File: config.mk
export PLATFORM = sky130hd
export DESIGN_NAME = lfsr_test_sequencer
export DESIGN_NICKNAME = d
export VERILOG_FILES = /design/src/rtl/lfsr_test_sequencer.sv
export SDC_FILE = /design/constraint.sdc
export NUM_CORES = 1
export LEC_CHECK = 0
export CAP_MARGIN = 20
export CORE_MARGIN = 3
export CORE_UTILIZATION = 55
export DETAILED_ROUTE_END_ITERATION = 10
export GPL_TIMING_DRIVEN = 0
export PLACE_DENSITY = 0.9
export SETUP_SLACK_MARGIN = 0.5
export SLEW_MARGIN = 20
export SYNTH_ARGS = -nofsm -noshare
export SYNTH_HDL_FRONTEND = slang
export SYNTH_SLANG_ARGS = --single-unit
File: constraint.sdc
create_clock -name clk -period 4.2 [get_ports clk]
set_input_delay 0.84 -clock clk [delete_from_list [all_inputs] [get_ports clk]]
set_output_delay 0.84 -clock clk [all_outputs]
set_load 0.02 [all_outputs]
File: src/rtl/lfsr_test_sequencer.sv
// lfsr_test_sequencer: drives an LFSR generator/checker pair through one lock
// test: program seed, soft reset, settle, clean run, corruption burst, verdict.
// Optional macro LFSR_SEQ_RELOCK_EN adds a RELOCK phase after the corruption
// burst (error code 5) and the o_relock_latency output.
// Handshake: i_start is a one-cycle request that is sampled only in IDLE and
// is never queued. o_done is a one-cycle pulse. o_pass, o_err and the latency
// outputs stay valid until the next accepted start.
module lfsr_test_sequencer #(
    parameter int SEED_W        = 8,
    parameter int CNT_W         = 16,
    parameter int SETTLE_CYCLES = 20,
    parameter int LOCK_TIMEOUT  = 64
) (
    input  logic              clk,
    input  logic              i_rst,
    input  logic              i_start,
    input  logic              i_abort,
    input  logic [SEED_W-1:0] i_seed,
    input  logic [CNT_W-1:0]  i_run_len,
    input  logic [CNT_W-1:0]  i_corrupt_len,
    input  logic              i_lock,
    output logic              o_soft_reset,
    output logic              o_valid,
    output logic              o_corrupt,
    output logic [SEED_W-1:0] o_seed,
    output logic              o_busy,
    output logic              o_done,
    output logic              o_pass,
    output logic [2:0]        o_err,
    output logic [CNT_W-1:0]  o_lock_latency,
`ifdef LFSR_SEQ_RELOCK_EN
    output logic [CNT_W-1:0]  o_relock_latency,
`endif
    output logic [2:0]        o_state_dbg
);

    typedef enum logic [2:0] {
        S_IDLE    = 3'd0,
        S_LOAD    = 3'd1,
        S_SETTLE  = 3'd2,
        S_RUN     = 3'd3,
        S_CORRUPT = 3'd4,
        S_DONE    = 3'd5
`ifdef LFSR_SEQ_RELOCK_EN
        , S_RELOCK = 3'd6
`endif
    } state_e;

    localparam logic [CNT_W-1:0] ONE         = CNT_W'(1);
    localparam logic [CNT_W-1:0] CNT_MAX     = '1;
    localparam logic [CNT_W-1:0] SETTLE_LAST = CNT_W'(SETTLE_CYCLES - 1);
    localparam logic [CNT_W-1:0] TIMEOUT     = CNT_W'(LOCK_TIMEOUT);

    localparam logic [2:0] ERR_OK      = 3'd0;
    localparam logic [2:0] ERR_NO_LOCK = 3'd1;
    localparam logic [2:0] ERR_LOST    = 3'd2;
    localparam logic [2:0] ERR_KEPT    = 3'd3;
    localparam logic [2:0] ERR_ABORT   = 3'd4;
`ifdef LFSR_SEQ_RELOCK_EN
    localparam logic [2:0] ERR_RELOCK  = 3'd5;
`endif

    state_e              state_q, state_d;
    logic [CNT_W-1:0]    cnt_q, cnt_d;
    logic [CNT_W-1:0]    lat_q, lat_d;
    logic                locked_q, locked_d;
    logic                drop_q, drop_d;
    logic [2:0]          err_q, err_d;
    logic                pass_q, pass_d;
    logic [SEED_W-1:0]   seed_q, seed_d;
    logic [CNT_W-1:0]    run_len_q, run_len_d;
    logic [CNT_W-1:0]    corrupt_len_q, corrupt_len_d;
`ifdef LFSR_SEQ_RELOCK_EN
    logic [CNT_W-1:0]    rlat_q, rlat_d;
`endif
    logic                soft_reset_q, valid_q, corrupt_q, busy_q, done_q;
    logic                run_last, corrupt_last;

    // Last cycle of the clean run / corruption burst (cnt_q counts cycles already spent).
    assign run_last     = (cnt_q + ONE == run_len_q);
    assign corrupt_last = (cnt_q + ONE == corrupt_len_q);

    // Next-state, counters and verdict; abort overrides everything except IDLE and DONE.
    always_comb begin
        state_d       = state_q;
        cnt_d         = cnt_q;
        lat_d         = lat_q;
        locked_d      = locked_q;
        drop_d        = drop_q;
        err_d         = err_q;
        pass_d        = pass_q;
        seed_d        = seed_q;
        run_len_d     = run_len_q;
        corrupt_len_d = corrupt_len_q;
`ifdef LFSR_SEQ_RELOCK_EN
        rlat_d        = rlat_q;
`endif
        case (state_q)
            S_IDLE: begin
                if (i_start) begin
                    seed_d        = i_seed;
                    run_len_d     = i_run_len;
                    corrupt_len_d = i_corrupt_len;
                    pass_d        = 1'b0;
                    err_d         = ERR_OK;
                    lat_d         = '0;
                    locked_d      = 1'b0;
                    drop_d        = 1'b0;
                    cnt_d         = '0;
`ifdef LFSR_SEQ_RELOCK_EN
                    rlat_d        = '0;
`endif
                    state_d       = S_LOAD;
                end
            end
            S_LOAD: begin
                cnt_d   = '0;
                state_d = S_SETTLE;
            end
            S_SETTLE: begin
                if (cnt_q == SETTLE_LAST) begin
                    cnt_d = '0;
                    // A zero-length run can never lock, so skip it entirely.
                    if (run_len_q == '0) begin
                        err_d   = ERR_NO_LOCK;
                        state_d = S_DONE;
                    end else begin
                        state_d = S_RUN;
                    end
                end else begin
                    cnt_d = cnt_q + ONE;
                end
            end
            S_RUN: begin
                cnt_d = cnt_q + ONE;
                if (locked_q && !i_lock) begin
                    err_d   = ERR_LOST;
                    state_d = S_DONE;
                end else if (!locked_q && !i_lock) begin
                    if (lat_q != CNT_MAX) lat_d = lat_q + ONE;
                    if (lat_d >= TIMEOUT || run_last) begin
                        err_d   = ERR_NO_LOCK;
                        state_d = S_DONE;
                    end
                end else begin
                    locked_d = 1'b1;
                    if (run_last) begin
                        cnt_d   = '0;
                        state_d = (corrupt_len_q == '0) ? S_DONE : S_CORRUPT;
                    end
                end
            end
            S_CORRUPT: begin
                cnt_d = cnt_q + ONE;
                if (!i_lock) drop_d = 1'b1;
                if (corrupt_last) begin
                    cnt_d = '0;
                    if (drop_q || !i_lock) begin
`ifdef LFSR_SEQ_RELOCK_EN
                        state_d = S_RELOCK;
`else
                        state_d = S_DONE;
`endif
                    end else begin
                        err_d   = ERR_KEPT;
                        state_d = S_DONE;
                    end
                end
            end
`ifdef LFSR_SEQ_RELOCK_EN
            S_RELOCK: begin
                if (i_lock) begin
                    state_d = S_DONE;
                end else begin
                    if (rlat_q != CNT_MAX) rlat_d = rlat_q + ONE;
                    if (rlat_d >= TIMEOUT) begin
                        err_d   = ERR_RELOCK;
                        state_d = S_DONE;
                    end
                end
            end
`endif
            S_DONE: begin
                state_d = S_IDLE;
            end
            default: begin
                state_d = S_IDLE;
            end
        endcase
        // DONE already carries a verdict; aborting there would double the done pulse.
        if (i_abort && state_q != S_IDLE && state_q != S_DONE) begin
            err_d   = ERR_ABORT;
            state_d = S_DONE;
        end
        if (state_d == S_DONE) pass_d = (err_d == ERR_OK);
    end

    // State and datapath registers.
    always_ff @(posedge clk or negedge i_rst) begin
        if (!i_rst) begin
            state_q       <= S_IDLE;
            cnt_q         <= '0;
            lat_q         <= '0;
            locked_q      <= 1'b0;
            drop_q        <= 1'b0;
            err_q         <= ERR_OK;
            pass_q        <= 1'b0;
            seed_q        <= '1;
            run_len_q     <= '0;
            corrupt_len_q <= '0;
`ifdef LFSR_SEQ_RELOCK_EN
            rlat_q        <= '0;
`endif
        end else begin
            state_q       <= state_d;
            cnt_q         <= cnt_d;
            lat_q         <= lat_d;
            locked_q      <= locked_d;
            drop_q        <= drop_d;
            err_q         <= err_d;
            pass_q        <= pass_d;
            seed_q        <= seed_d;
            run_len_q     <= run_len_d;
            corrupt_len_q <= corrupt_len_d;
`ifdef LFSR_SEQ_RELOCK_EN
            rlat_q        <= rlat_d;
`endif
        end
    end

    // Control outputs are registered from the next state so they align with state_q.
    always_ff @(posedge clk or negedge i_rst) begin
        if (!i_rst) begin
            soft_reset_q <= 1'b0;
            valid_q      <= 1'b0;
            corrupt_q    <= 1'b0;
            busy_q       <= 1'b0;
            done_q       <= 1'b0;
        end else begin
            soft_reset_q <= (state_d == S_LOAD);
`ifdef LFSR_SEQ_RELOCK_EN
            valid_q      <= (state_d == S_RUN) || (state_d == S_CORRUPT) || (state_d == S_RELOCK);
`else
            valid_q      <= (state_d == S_RUN) || (state_d == S_CORRUPT);
`endif
            corrupt_q    <= (state_d == S_CORRUPT);
            busy_q       <= (state_d != S_IDLE);
            done_q       <= (state_d == S_DONE);
        end
    end

    assign o_soft_reset     = soft_reset_q;
    assign o_valid          = valid_q;
    assign o_corrupt        = corrupt_q;
    assign o_seed           = seed_q;
    assign o_busy           = busy_q;
    assign o_done           = done_q;
    assign o_pass           = pass_q;
    assign o_err            = err_q;
    assign o_lock_latency   = lat_q;
`ifdef LFSR_SEQ_RELOCK_EN
    assign o_relock_latency = rlat_q;
`endif
    assign o_state_dbg      = state_q;

endmodule

== Word level (Yosys, flattened, before mapping) ==
Cells that the tools add are included.

* Equality and inequality tests: 18
* Reduce and logical (&&, ||, !) cells: 26
* Order comparisons: 1
* Add/sub/neg operators: 2
* Muxes and demuxes: 43

{| class="wikitable"
|+ Operator list
! cell !! number
|-
| 2-to-1 mux 16 bit || 12
|-
| case mux 16 bit (5 select lines) || 1
|-
| 2-to-1 mux 3 bit || 18
|-
| adder 16 x 1 -> 16 bit, second input constant || 2
|-
| == test 16 bit || 2
|-
| zero test 16 bit || 2
|-
| case mux 16 bit (2 select lines) || 1
|-
| == test 16 x 5 -> 1 bit, second input constant || 1
|-
| >= comparator 16 x 7 -> 1 bit, second input constant || 1
|-
| != test 16 bit, second input constant || 1
|-
| case mux 3 bit (5 select lines) || 1
|-
| case mux 3 bit (4 select lines) || 1
|-
| != test 2 bit, second input constant || 5
|-
| == test 3 x 2 -> 1 bit, second input constant || 3
|-
| == test 3 bit, second input constant || 3
|-
| AND reduction 4 bit || 2
|-
| nonzero test 2 bit || 4
|-
| 2-to-1 mux 1 bit || 7
|-
| == test 3 x 1 -> 1 bit, second input constant || 2
|-
| zero test 3 bit || 2
|-
| AND reduction 2 bit || 3
|-
| nonzero test 3 bit || 2
|-
| nonzero test 5 bit || 1
|-
| logical AND 1 bit || 4
|-
| other kinds (5) || 9
|}

* Word-level logic and storage cells: 105
* Output and inout port bits: 36
* Bits in registers: 86

== Logic depth before layout (Yosys ltp) ==
Gate-level depths: netlist of the first run.

* Depth after elaboration: 15
* Gate-level depth with buffers: 13
* Depth with buffers taken out: 10

== Worst setup path before layout of the first run ==
No wires, ideal clock.

* Path type: register -> register
* Start: register cnt_q[0]
* End: register pass_q, in the netlist o_pass
* Slack: 1.008 ns
* Cell stages (with the launch flop): 12
* Data arrival time: 3.100 ns
* Library setup time: 0.092 ns
* Path buffers: 1
* Cell sequence: dfrtp_1 > ha_1 > buf_2 > xor3_1 > a41oi_1 > nand4_1 > or4_1 > or4b_4 > o21ai_2 > nor2_1 > a2111o_1 > o31ai_2

* Longest elaborated chain between the ends: 11
* Elaborated cells between the ends (all ways): 26
* Classes of those cells: 1 x add/sub; 4 x eq/ne; 16 x mux; 5 x reduce/logical

{| class="wikitable"
|+ Ends and longest elaborated chain
! item !! line !! RTL
|-
| from (decl) || 64 || <nowiki>logic [CNT_W-1:0] cnt_q, cnt_d;</nowiki>
|-
| from (signal assigned) || 216 || <nowiki>cnt_q <= cnt_d;</nowiki>
|-
| adder 16 x 1 -> 16 bit || 80, 81 ||
|-
| == test 16 bit || 80 || <nowiki>assign run_last = (cnt_q + ONE == run_len_q);</nowiki>
|-
| logical OR 1 bit || 141 || <nowiki>if (lat_d >= TIMEOUT || run_last) begin</nowiki>
|-
| 2-to-1 mux 3 bit || 141 ||
|-
| 2-to-1 mux 3 bit || 139 || <nowiki>end else if (!locked_q && !i_lock) begin</nowiki>
|-
| 2-to-1 mux 3 bit || 136 || <nowiki>if (locked_q && !i_lock) begin</nowiki>
|-
| case mux 3 bit (5 select lines) || 98 || <nowiki>case (state_q)</nowiki>
|-
| 2-to-1 mux 3 bit || 191 || <nowiki>if (i_abort && state_q != S_IDLE && state_q != S_DONE) begin</nowiki>
|-
| == test 3 bit || 195 || <nowiki>if (state_d == S_DONE) pass_d = (err_d == ERR_OK);</nowiki>
|-
| nonzero test 2 bit (no source line) || n/a ||
|-
| AND reduction 2 bit (no source line) || n/a ||
|-
| to (signal assigned) || 221 || <nowiki>pass_q <= pass_d;</nowiki>
|-
| to (decl) || 69 || <nowiki>logic pass_q, pass_d;</nowiki>
|}

Parallel ways exist; a longest one is shown, timed or not.
A chain may end at the register's enable or synchronous reset.

== Worst setup path in the final report of the first run ==
* Start: register cnt_q[1]
* End: register valid_q, in the netlist o_valid

* Longest elaborated chain between the ends: 10
* Elaborated cells between the ends (all ways): 16
* Classes of those cells: 1 x add/sub; 5 x eq/ne; 8 x mux; 2 x reduce/logical

{| class="wikitable"
|+ Ends and longest elaborated chain
! item !! line !! RTL
|-
| adder 16 x 1 -> 16 bit || 80, 81 ||
|-
| == test 16 bit || 80 ||
|-
| logical OR 1 bit || 141 ||
|-
| 2-to-1 mux 3 bit || 141 ||
|-
| 2-to-1 mux 3 bit || 139 ||
|-
| 2-to-1 mux 3 bit || 136 ||
|-
| case mux 3 bit (5 select lines) * || 98 ||
|-
| 2-to-1 mux 3 bit * || 191 ||
|-
| via state_d[0] || 63 || <nowiki>state_e state_q, state_d;</nowiki>
|-
| == test 3 x 2 -> 1 bit or == test 3 bit (tied branches) || 244 || <nowiki>valid_q <= (state_d == S_RUN) || (state_d == S_CORRUPT);</nowiki>
|-
| logical OR 1 bit * || 244 ||
|-
| to (signal assigned) || 244 ||
|-
| to (decl) || 76 || <nowiki>logic soft_reset_q, valid_q, corrupt_q, busy_q, done_q;</nowiki>
|}

Mark *: on every way through the listed nets, which the timed path passes. The rest lies on a longest branch.

==> results of run 1 <==
## how the worst max path moves through the flow
stage,endpoint,depth (start not counted)
final,o_valid,11
after global routing,o_valid,11
after CTS,o_valid,11
after detailed placement,cnt_q[2],12
after global placement,o_lock_latency[9],1
after floorplan,o_pass,11
## cell usage in the layout (no fill, tap or decap), types with 4 or more instances in the layout
master and instances:
and3_1 6, o22ai_1 6, o31ai_1 4, xnor2_1 27
dfrtp_1 77, nor4_1 13, nand2_1 170, o2111ai_1 7
nor2_1 44, clkdlybuf4s50_1 79, a21oi_1 33, and2_1 7
or4_1 4, nor3_1 13, xor2_1 11, mux2i_1 9
o21ai_0 36, nand3_1 26, and4_1 5, inv_1 18
dfstp_2 8, nand4_1 16, a31oi_1 18, clkbuf_8 10
buf_4 4, a211oi_1 5, buf_6 4, buf_2 12
clkbuf_1 27, or3_1 6
## stage by stage
stage	hold slack [ps]	power, uW	instance area [um2]	cells
after floorplan	480	2520	5490	680
after global placement	445	3090	6460	889
after detailed placement	455	3170	6480	890
after CTS	469	3910	6760	907
after global routing	488	4200	6780	907
final	463	3940	6780	907
## worst max-delay path, stage by stage (launching register included)
cell	delay, ps
dfrtp_1	420
ha_1	170
clkbuf_4	210
xor3_1	460
a41oi_1	200
nand4_1	100
or4_1	440
or4b_4	570
nor4_2	260
o211a_1	270
nand2_1	130
o22ai_1	230
## flip-flops by register name, indices dropped and copies added, names as in the netlist, 3 cells and up
name            cells
cnt_q              16
corrupt_len_q      16
o_err               3
o_lock_latency     16
o_seed              8
o_state_dbg         3
run_len_q          16
## layer usage
| layer | track usage, % | share of wire, % | vias to the layer above |
|---|---|---|---|
| met4 | 10.7 | 2.4 | 0 |
| met5 | 0 | 0 | - |
| met3 | 7.83 | 8.7 | 33 |
| li1 | - | - | 2603 |
| met2 | 48.5 | 46 | 266 |
| met1 | 44.4 | 43 | 2656 |
## power by group
part | total [uW] | switching [uW] | internal, uW
Sequential | 1420 | 311 | 1110
Clock | 729 | 316 | 413
Combinational | 1790 | 1060 | 736
Total | 3940 | 1680 | 2260
## repair_timing
item	4_1_cts	5_1_grt
cloned	0	0
setup endpoints to repair	21	19
setup buffers	1	0
resized for setup	4	4
pin swaps	0	1
## cell families after synthesis
family                     count (synthesis)
muxes                                     12
xor gates and xnor gates                  40
DFF                                       86
AOI/OAI and AO/OA                        137
and+or+nand+nor                          338
adders and majority gates                  3
buffers and inverters                     64
## final cells by class
cell class | count | area, um2
Buffer | 46 | 229
Clock buffer | 11 | 141
Clock inverter | 5 | 106
Fill cell | 798 | 2680
Inverter | 18 | 67.6
Multi-Input combinational cell | 530 | 3080
Sequential cell | 86 | 2160
Tap cell | 129 | 161
Timing Repair Buffer | 82 | 833
==> results.ini, run 1 <==
[status]
status = finished, final reports clean

[clock_tree]
numClockSinks = 86
cts_hold_repair.buffers = 0
cts.path.max_buffers = 2
clock_slew_at_the_register_clock_pins_of_the_worst_setup_and_hold_paths_ps = 90
clock_buffer_count_from_cts = 9
cts_tree = built
clock_tree.root_cell = clkbuf_8
worst_skew_pair.late_latency_ps = 360
htree_levels = 3

[worst_setup_path]
worst-endpoint-arrival_ps = 3830
ff_to_ff_start = cnt_q[1]
cp-end-kind = flop
critical_path_peak_fanout = 9
worst_r2r_end = o_valid
timing.critical_path.required_ps = 4460
crit_type = reg -> reg
setup.worst_path.start = cnt_q[1]
worst_reg2reg_path_depth = 11
timing.critical_path.from_type = flop
setup.reg_to_reg.worst_slack_ps = 620

[detailed_routing]
avgViaCountPerCell = 6.13
detail_route.first_pass.iterations = 8
route.antenna.remaining_nets = 0
drt_first_iter_violations = 437
drt_wl_total_um = 17100
wire_length_per_cell_um = 18.8
routed-via-count = 5558
post-route-drc-count = 0

[timing]
measured_slew_at_the_worst_slew_check_pin_ps = 727
timing.clock.skew_ps = 14.2
hold_viol = 0
post-route-worst-setup-slack_ps = 622
setup-violations-final = 0
fmax_ghz = 0.280
layout_min_cycle_time_ps = 3580
slew_headroom_pct = 51.1
rsz0062_at_grt = yes
final-max-slew-violation-count = 0
finalSetupTns_ps = 0
post-route-period-util_pct = 85.2

[cells_and_area]
finalNetCount = 820
num_antenna_cells = 0
flow.area_growth_from_synthesis_pct = 23.4
fraction_of_layout_cells_with_a_size_suffix_above_1_pct = 9.25
postLayoutCoreUtil_pct = 71.7

[yosys]
synth_cells = 680
synth.area.mux_share_pct = 2.25
synth-simple-area-share_pct = 29.8
async_reset_ff_share_pct = 100
synth_largest_type_area_fraction_pct = 35.5
largest_family_of_logic_cells_by_synthesized_area = simple AND/OR/NAND/NOR gates
synth_edf_count = 0
synth.top_cells.by_count = 171 x nand2_1, 78 x dfrtp_1, 44 x nor2_1, 36 x o21ai_0, 33 x a21oi_1
synth_top_flop_cell = dfrtp_1
compound_gate_fraction_of_synth_area_pct = 16.0
ys_warn_count = 0
syn-num-nets = 727
synth.yosys.seq_area_share_pct = 39.4
synth.area.top_cells = dfrtp_1 36%, nand2_1 12%, xnor2_1 4.5%, dfstp_2 3.8%, o21ai_0 3.3%
synth.distinct_cells = 71
synthAdderAreaFrac_pct = 0.638
synth_area_per_cell_um2 = 8.08
synth-seq-cells = 86
synth-xor-area-share_pct = 6.65
synthDominantAreaCellType = dfrtp_1
netlist_area_um2 = 5490
most_frequent_cell_after_synthesis = nand2_1

[worst_hold_path]
holdCritPathClass = in -> async

[placed_design]
place_worst_setup_slack_ps = 319
dp_hpwl_um = 13000
place.gp.congestion = 0.996
io_buffers = 80

[pwr]
ir_drop_uv = 360
total_leakage_power_uw = 0.00289
pwr_density_cell_nw_per_um2 = 581

[floorplanning]
die_w_um = 106
core_region_area_um2 = 9460
fp-row-count = 35
start_util_pct = 58.1
die_area_um2 = 11200
fp.dieH_um = 106
pin_count = 81

[flow_run]
drv.max_cap_violation_count = 0

[global_routing]
overflow = 0
first_global_vias = 5659
gr-usage-all-layers_pct = 31.8
global_route_wire_length_before_repair_um = 28500
grt_start_max_net_pins = 46
number_of_antenna_violations_at_the_first_check_in_global_routing = 0

Note: power is estimated with default switching activity, not from simulation.
==> inputs of run 2 (changes only) <==
Settings changed: GPL_ROUTABILITY_DRIVEN from default to 0, PLACE_DENSITY 0.9 to default, PLACE_DENSITY_LB_ADDON from default to 0.3.
==> run 2 against run 1 <==
Sequential power about the same. Critical path type unchanged. Count of clock-buffer cells in the layout down 1. Global-route usage down 3.4 points. Utilization down 0.38 points.
==> results.ini, run 2 (same netlist as run 1, synthesis figures left out) <==
[clock_tree]
clock_slew_at_the_register_clock_pins_of_the_worst_setup_and_hold_paths_ps = 100  ; was 90 ps
cts_tree = built  ; unchanged
clock_buffer_count_from_cts = 9  ; unchanged
clock_tree.root_cell = clkbuf_8  ; unchanged
htree_levels = 3  ; unchanged
worst_skew_pair.late_latency_ps = 370  ; was 360 ps
cts.path.max_buffers = 2  ; unchanged
cts_hold_repair.buffers = 0  ; unchanged
numClockSinks = 86  ; unchanged

[cells_and_area]
num_antenna_cells = 0  ; unchanged
fraction_of_layout_cells_with_a_size_suffix_above_1_pct = 9.38  ; was 9.25%
final_common_cell = nand2_1  ; unchanged
multi_input_comb_area_um2 = 3080  ; about the same
layoutNonFillerInstCount = 907  ; unchanged
sequential_cell_area_um2 = 2160  ; unchanged
finalNetCount = 820  ; unchanged
layout_common_cells = 170 x nand2_1, 79 x clkdlybuf4s50_1, 77 x dfrtp_1  ; unchanged
postLayoutCellArea_um2 = 6740  ; was 6780 um2
layout_filler_cell_count = 741  ; was 798
flow.area_growth_from_synthesis_pct = 22.7  ; was 23.4%

[detailed_routing]
drt_wl_total_um = 15900  ; was 17100 um
wire_length_per_cell_um = 17.5  ; was 18.8 um
post-route-drc-count = 0  ; unchanged
route.antenna.remaining_nets = 0  ; unchanged
avgViaCountPerCell = 6.27  ; was 6.13
drt_first_iter_violations = 633  ; was 437
routed-via-count = 5685  ; was 5558
detail_route.first_pass.iterations = 6  ; was 8

[timing]
post-route-period-util_pct = 87.7  ; was 85.2%
post-route-worst-setup-slack_ps = 519  ; was 622 ps
slew_headroom_pct = 53.8  ; was 51.1%
layout_min_cycle_time_ps = 3680  ; was 3580 ps
final.hold.worst_slack_ps = 387  ; was 463 ps
setup-violations-final = 0  ; unchanged
finalSetupTns_ps = 0  ; unchanged
measured_slew_at_the_worst_slew_check_pin_ps = 686  ; was 727 ps
timing.clock.skew_ps = 12.6  ; was 14.2 ps
fmax_ghz = 0.272  ; was 0.280 GHz
hold_viol = 0  ; unchanged
rsz0062_at_grt = no  ; was yes
final-max-slew-violation-count = 0  ; unchanged

[status]
status = finished, final reports clean  ; unchanged

[worst_setup_path]
cp-end-kind = flop  ; unchanged
worst_r2r_end = o_pass  ; was o_valid
worst-endpoint-arrival_ps = 3960  ; was 3830 ps
crit_type = reg -> reg  ; unchanged
worst_reg2reg_path_depth = 11  ; unchanged
critical_path_peak_fanout = 9  ; unchanged
setup.reg_to_reg.worst_slack_ps = 520  ; was 620 ps
timing.critical_path.from_type = flop  ; unchanged
ff_to_ff_start = cnt_q[0]  ; was cnt_q[1]
timing.critical_path.required_ps = 4470  ; was 4460 ps

[placed_design]
place_worst_setup_slack_ps = 561  ; was 319 ps
numPlacedInstances = 890  ; unchanged
area_post_placement_um2 = 6480  ; unchanged
io_buffers = 80  ; unchanged
dp_hpwl_um = 11700  ; was 13000 um

[global_routing]
overflow = 0  ; unchanged
number_of_antenna_violations_at_the_first_check_in_global_routing = 0  ; unchanged
global_route_wire_length_before_repair_um = 26000  ; was 28500 um
gr-usage-all-layers_pct = 28.4  ; was 31.8%
grt_start_max_net_pins = 58  ; was 46
first_global_vias = 5331  ; was 5659

[floorplanning]
core_region_area_um2 = 9460  ; unchanged
fp-row-count = 35  ; unchanged
die_area_um2 = 11200  ; unchanged
start_util_pct = 58.1  ; unchanged
die_w_um = 106  ; unchanged
fp.dieH_um = 106  ; unchanged
pin_count = 81  ; unchanged

[worst_hold_path]
holdCritPathClass = in -> async  ; unchanged

[pwr]
combinational_power_share_pct = 46.0  ; was 45.4%
power_report.internal_total_uw = 2130  ; was 2260 uW
pwr_density_cell_nw_per_um2 = 564  ; was 581 nW/um2
power.switching_fraction_pct = 43.9  ; was 42.7%
ir_drop_uv = 362  ; was 360 uV
seqPwrFrac_pct = 37.5  ; was 36.1%
total_switching_power_uw = 1670  ; was 1680 uW
clock_power_share_pct = 16.5  ; was 18.5%
total_leakage_power_uw = 0.00288  ; was 0.00289 uW

[flow_run]
drv.max_cap_violation_count = 0  ; unchanged

## run 2: per-layer routing
metal	global-route usage, %	wire length (um)	vias to the layer above
met5	0	0	-
met4	9.07	466	0
met3	6.62	1680	68
met2	43.7	7160	382
met1	39.9	6570	2640
li1	-	-	2595
## run 2: power by group through the flow
stage	clock network, uW	registers (uW)	logic [uW]
6_report	625	1430	1750
5_1_grt	660	1450	1920
4_1_cts	628	1410	1710
3_5_place_dp	0	1420	1700
3_3_place_gp	0	1410	1640
2_1_floorplan	0	1440	1090
## run 2: worst max-delay path by stage
stage	from	end	cells after the start
after global placement	i_rst	o_lock_latency[7]	1
final	cnt_q[0]	o_pass	11
after detailed placement	cnt_q[0]	cnt_q[9]	12
after global routing	cnt_q[0]	o_pass	11
after CTS	cnt_q[0]	cnt_q[11]	12
after floorplan	cnt_q[0]	o_pass	11
## run 2: metrics by stage
stage               util [%]  total power [uW]
floorplan                  -              2520
global placement        68.3              3040
detailed placement      68.5              3120
CTS                     70.7              3740
global route            71.3              4030
finish                  71.3              3800
## run 2: worst max-delay path, stage by stage (launching register included)
cell and delay [ps]:
dfrtp_2 480, ha_1 160, buf_2 210, xor3_1 460, a41oi_1 220, nand4_1 150
or4_1 460, or4b_4 560, nor4_1 300, o211a_1 270, o2111ai_1 190, o31ai_2 120
## run 2: timing repair
action / 4_1_cts / 5_1_grt
setup buffers: 0 / 1
hold endpoints to repair: 0 / 0
gates resized for setup: 0 / 8
endpoints found under the setup margin: 0 / 22
## run 2: cell type report
class / instances / area share [%]
clock buffers: 10 / 2.04
well taps: 129 / 2.39
flip-flops and latches: 86 / 32.1
plain buffers: 46 / 3.36
multi-input cells: 530 / 45.7
clock inverters: 6 / 1.00
repair buffers: 82 / 12.4
inverters: 18 / 1.00
==> inputs of run 3 (changes only) <==
Settings changed: SETUP_SLACK_MARGIN 0.5 to 0.1, SLEW_MARGIN 20 to default.
==> run 3 against run 2 <==
Worst setup slack lost 140 ps. Sequential power hardly changed. First-iteration DRC count grew 2.8%. Sequential cell count stayed put. Critical path depth did not move. Via count fell by 0.74%.
==> results.ini, run 3 (same netlist as run 1, synthesis figures left out) <==
[status]
status = finished, final reports clean  ; unchanged

[detailed_routing]
route.antenna.remaining_nets = 0  ; unchanged
post-route-drc-count = 0  ; unchanged
wire_length_per_cell_um = 17.3  ; was 17.5 um
detail_route.first_pass.iterations = 10  ; was 6
drt_first_iter_violations = 651  ; was 633
drt_wl_total_um = 15700  ; was 15900 um
routed-via-count = 5643  ; was 5685
avgViaCountPerCell = 6.23  ; was 6.27

[floorplanning]
fp.dieH_um = 106  ; unchanged
fp-row-count = 35  ; unchanged
die_w_um = 106  ; unchanged
start_util_pct = 58.1  ; unchanged
die_area_um2 = 11200  ; unchanged
core_region_area_um2 = 9460  ; unchanged
pin_count = 81  ; unchanged

[cells_and_area]
multi_input_comb_area_um2 = 3040  ; was 3080 um2
num_antenna_cells = 0  ; unchanged
layout_filler_cell_count = 748  ; was 741
final_common_cell = nand2_1  ; unchanged
finalNetCount = 819  ; was 820
sequential_cell_area_um2 = 2160  ; about the same
postLayoutCellArea_um2 = 6690  ; was 6740 um2
flow.area_growth_from_synthesis_pct = 21.7  ; was 22.7%
layout_common_cells = 171 x nand2_1, 79 x clkdlybuf4s50_1, 78 x dfrtp_1  ; was 170 x nand2_1, 79 x clkdlybuf4s50_1, 77 x dfrtp_1
fraction_of_layout_cells_with_a_size_suffix_above_1_pct = 8.49  ; was 9.38%
layoutNonFillerInstCount = 906  ; was 907

[flow_run]
drv.max_cap_violation_count = 0  ; unchanged

[timing]
final.hold.worst_slack_ps = 392  ; was 387 ps
post-route-period-util_pct = 90.9  ; was 87.7%
layout_min_cycle_time_ps = 3820  ; was 3680 ps
post-route-worst-setup-slack_ps = 383  ; was 519 ps
hold_viol = 0  ; unchanged
fmax_ghz = 0.262  ; was 0.272 GHz
setup-violations-final = 0  ; unchanged
measured_slew_at_the_worst_slew_check_pin_ps = 836  ; was 686 ps
timing.clock.skew_ps = 10.9  ; was 12.6 ps
rsz0062_at_grt = no  ; unchanged
final-max-slew-violation-count = 0  ; unchanged
slew_headroom_pct = 44.2  ; was 53.8%

[worst_setup_path]
worstPathCellList = ha_1, buf_2, nand3_2, xnor2_1, xnor2_1, or4_1, or4b_4, nor4_1, o211a_1, o2111ai_1, o31ai_2  ; was ha_1, buf_2, xor3_1, a41oi_1, nand4_1, or4_1, or4b_4, nor4_1, o211a_1, o2111ai_1, o31ai_2
crit_slowest_cell = xnor2_1  ; was or4b_4
timing.critical_path.from_type = flop  ; unchanged
critical_path.most_common_cell = xnor2_1
worst_r2r_end = o_pass  ; unchanged
critical_path_peak_fanout = 9  ; unchanged
setup.reg_to_reg.worst_slack_ps = 380  ; was 520 ps
crit_type = reg -> reg  ; unchanged
cp_peak_stage_delay_ps = 570  ; was 560 ps
cp.buffers_inverters = 1  ; unchanged
worst-endpoint-arrival_ps = 4090  ; was 3960 ps
timing.critical_path.required_ps = 4470  ; about the same
ff_to_ff_start = cnt_q[0]  ; unchanged
worst_reg2reg_path_depth = 11  ; unchanged
cp-end-kind = flop  ; unchanged
family_with_the_most_delay_on_the_worst_path = simple AND/OR/NAND/NOR gates  ; unchanged

[pwr]
ir_drop_uv = 363  ; was 362 uV
total_leakage_power_uw = 0.00284  ; was 0.00288 uW
pwr_density_cell_nw_per_um2 = 565  ; was 564 nW/um2

[placed_design]
numPlacedInstances = 890  ; unchanged
dp_hpwl_um = 11700  ; unchanged
io_buffers = 80  ; unchanged
area_post_placement_um2 = 6480  ; unchanged
place_worst_setup_slack_ps = 561  ; unchanged

[clock_tree]
clock_tree.root_cell = clkbuf_8  ; unchanged
cts_tree = built  ; unchanged
cts_hold_repair.buffers = 0  ; unchanged
numClockSinks = 86  ; unchanged
clock_buffer_count_from_cts = 9  ; unchanged
post_cts.repair.setup_buffers = 0  ; unchanged
cts_resized = 0  ; unchanged
clock_slew_at_the_register_clock_pins_of_the_worst_setup_and_hold_paths_ps = 100  ; about the same
htree_levels = 3  ; unchanged
cts.path.max_buffers = 2  ; unchanged
worst_skew_pair.late_latency_ps = 360  ; was 370 ps

[global_routing]
grt_start_max_net_pins = 58  ; unchanged
number_of_antenna_violations_at_the_first_check_in_global_routing = 0  ; unchanged
overflow = 0  ; unchanged
first_global_vias = 5331  ; unchanged
gr-usage-all-layers_pct = 28.4  ; unchanged
global_route_wire_length_before_repair_um = 26000  ; unchanged

[worst_hold_path]
holdCritPathClass = in -> async  ; unchanged

## run 3: cell types whose count changed in the layout (fill, tap and decap cells not counted), sizes merged
cell  previous run  this run
buf             23        22
## run 3: worst max-delay path by stage
stage / startpoint / to / depth (start not counted)
after CTS: cnt_q[0] / cnt_q[11] / 12
after floorplan: cnt_q[0] / o_pass / 11
after global routing: cnt_q[0] / cnt_q[11] / 12
after detailed placement: cnt_q[0] / cnt_q[9] / 12
after global placement: i_rst / o_lock_latency[7] / 1
final: cnt_q[0] / o_pass / 11
## run 3: final cells by class
class | instances | area share, %
Buffer | 46 | 3.39
Clock buffer | 10 | 2.06
Clock inverter | 6 | 1.01
Inverter | 18 | 1.01
Multi-Input combinational cell | 530 | 45.4
Sequential cell | 86 | 32.3
Tap cell | 129 | 2.41
Timing Repair Buffer | 81 | 12.4
## run 3: power by group
group | switching [uW] | internal (uW)
registers | 315 | 1110
logic | 1010 | 726
clock network | 329 | 295
## run 3: stage by stage
| stage | total power, uW | util, % | setup TNS, ps |
|---|---|---|---|
| after floorplan | 2520 | - | 0 |
| after global placement | 3040 | 68.3 | -56510 |
| after detailed placement | 3120 | 68.5 | 0 |
| after CTS | 3740 | 70.7 | 0 |
| after global routing | 4020 | 70.7 | 0 |
| final | 3780 | 70.7 | 0 |
## run 3: worst reg2reg max path, delay by kind of cell (launching register included)
kind            cells  cell delay [ps]
fa+ha+maj           1              190
xor+xnor            2              710
flops               1              530
buf+inv             1              190
compound gates      3              580
simple gates        4             1520
## run 3: layer usage
metal / vias to the layer above / global-route usage [%] / part of all wire, %
li1: 2601 / - / -
met1: 2605 / 39.9 / 42
met2: 368 / 43.7 / 45
met3: 69 / 6.62 / 10
met4: 0 / 9.07 / 3.1
met5: - / 0 / 0
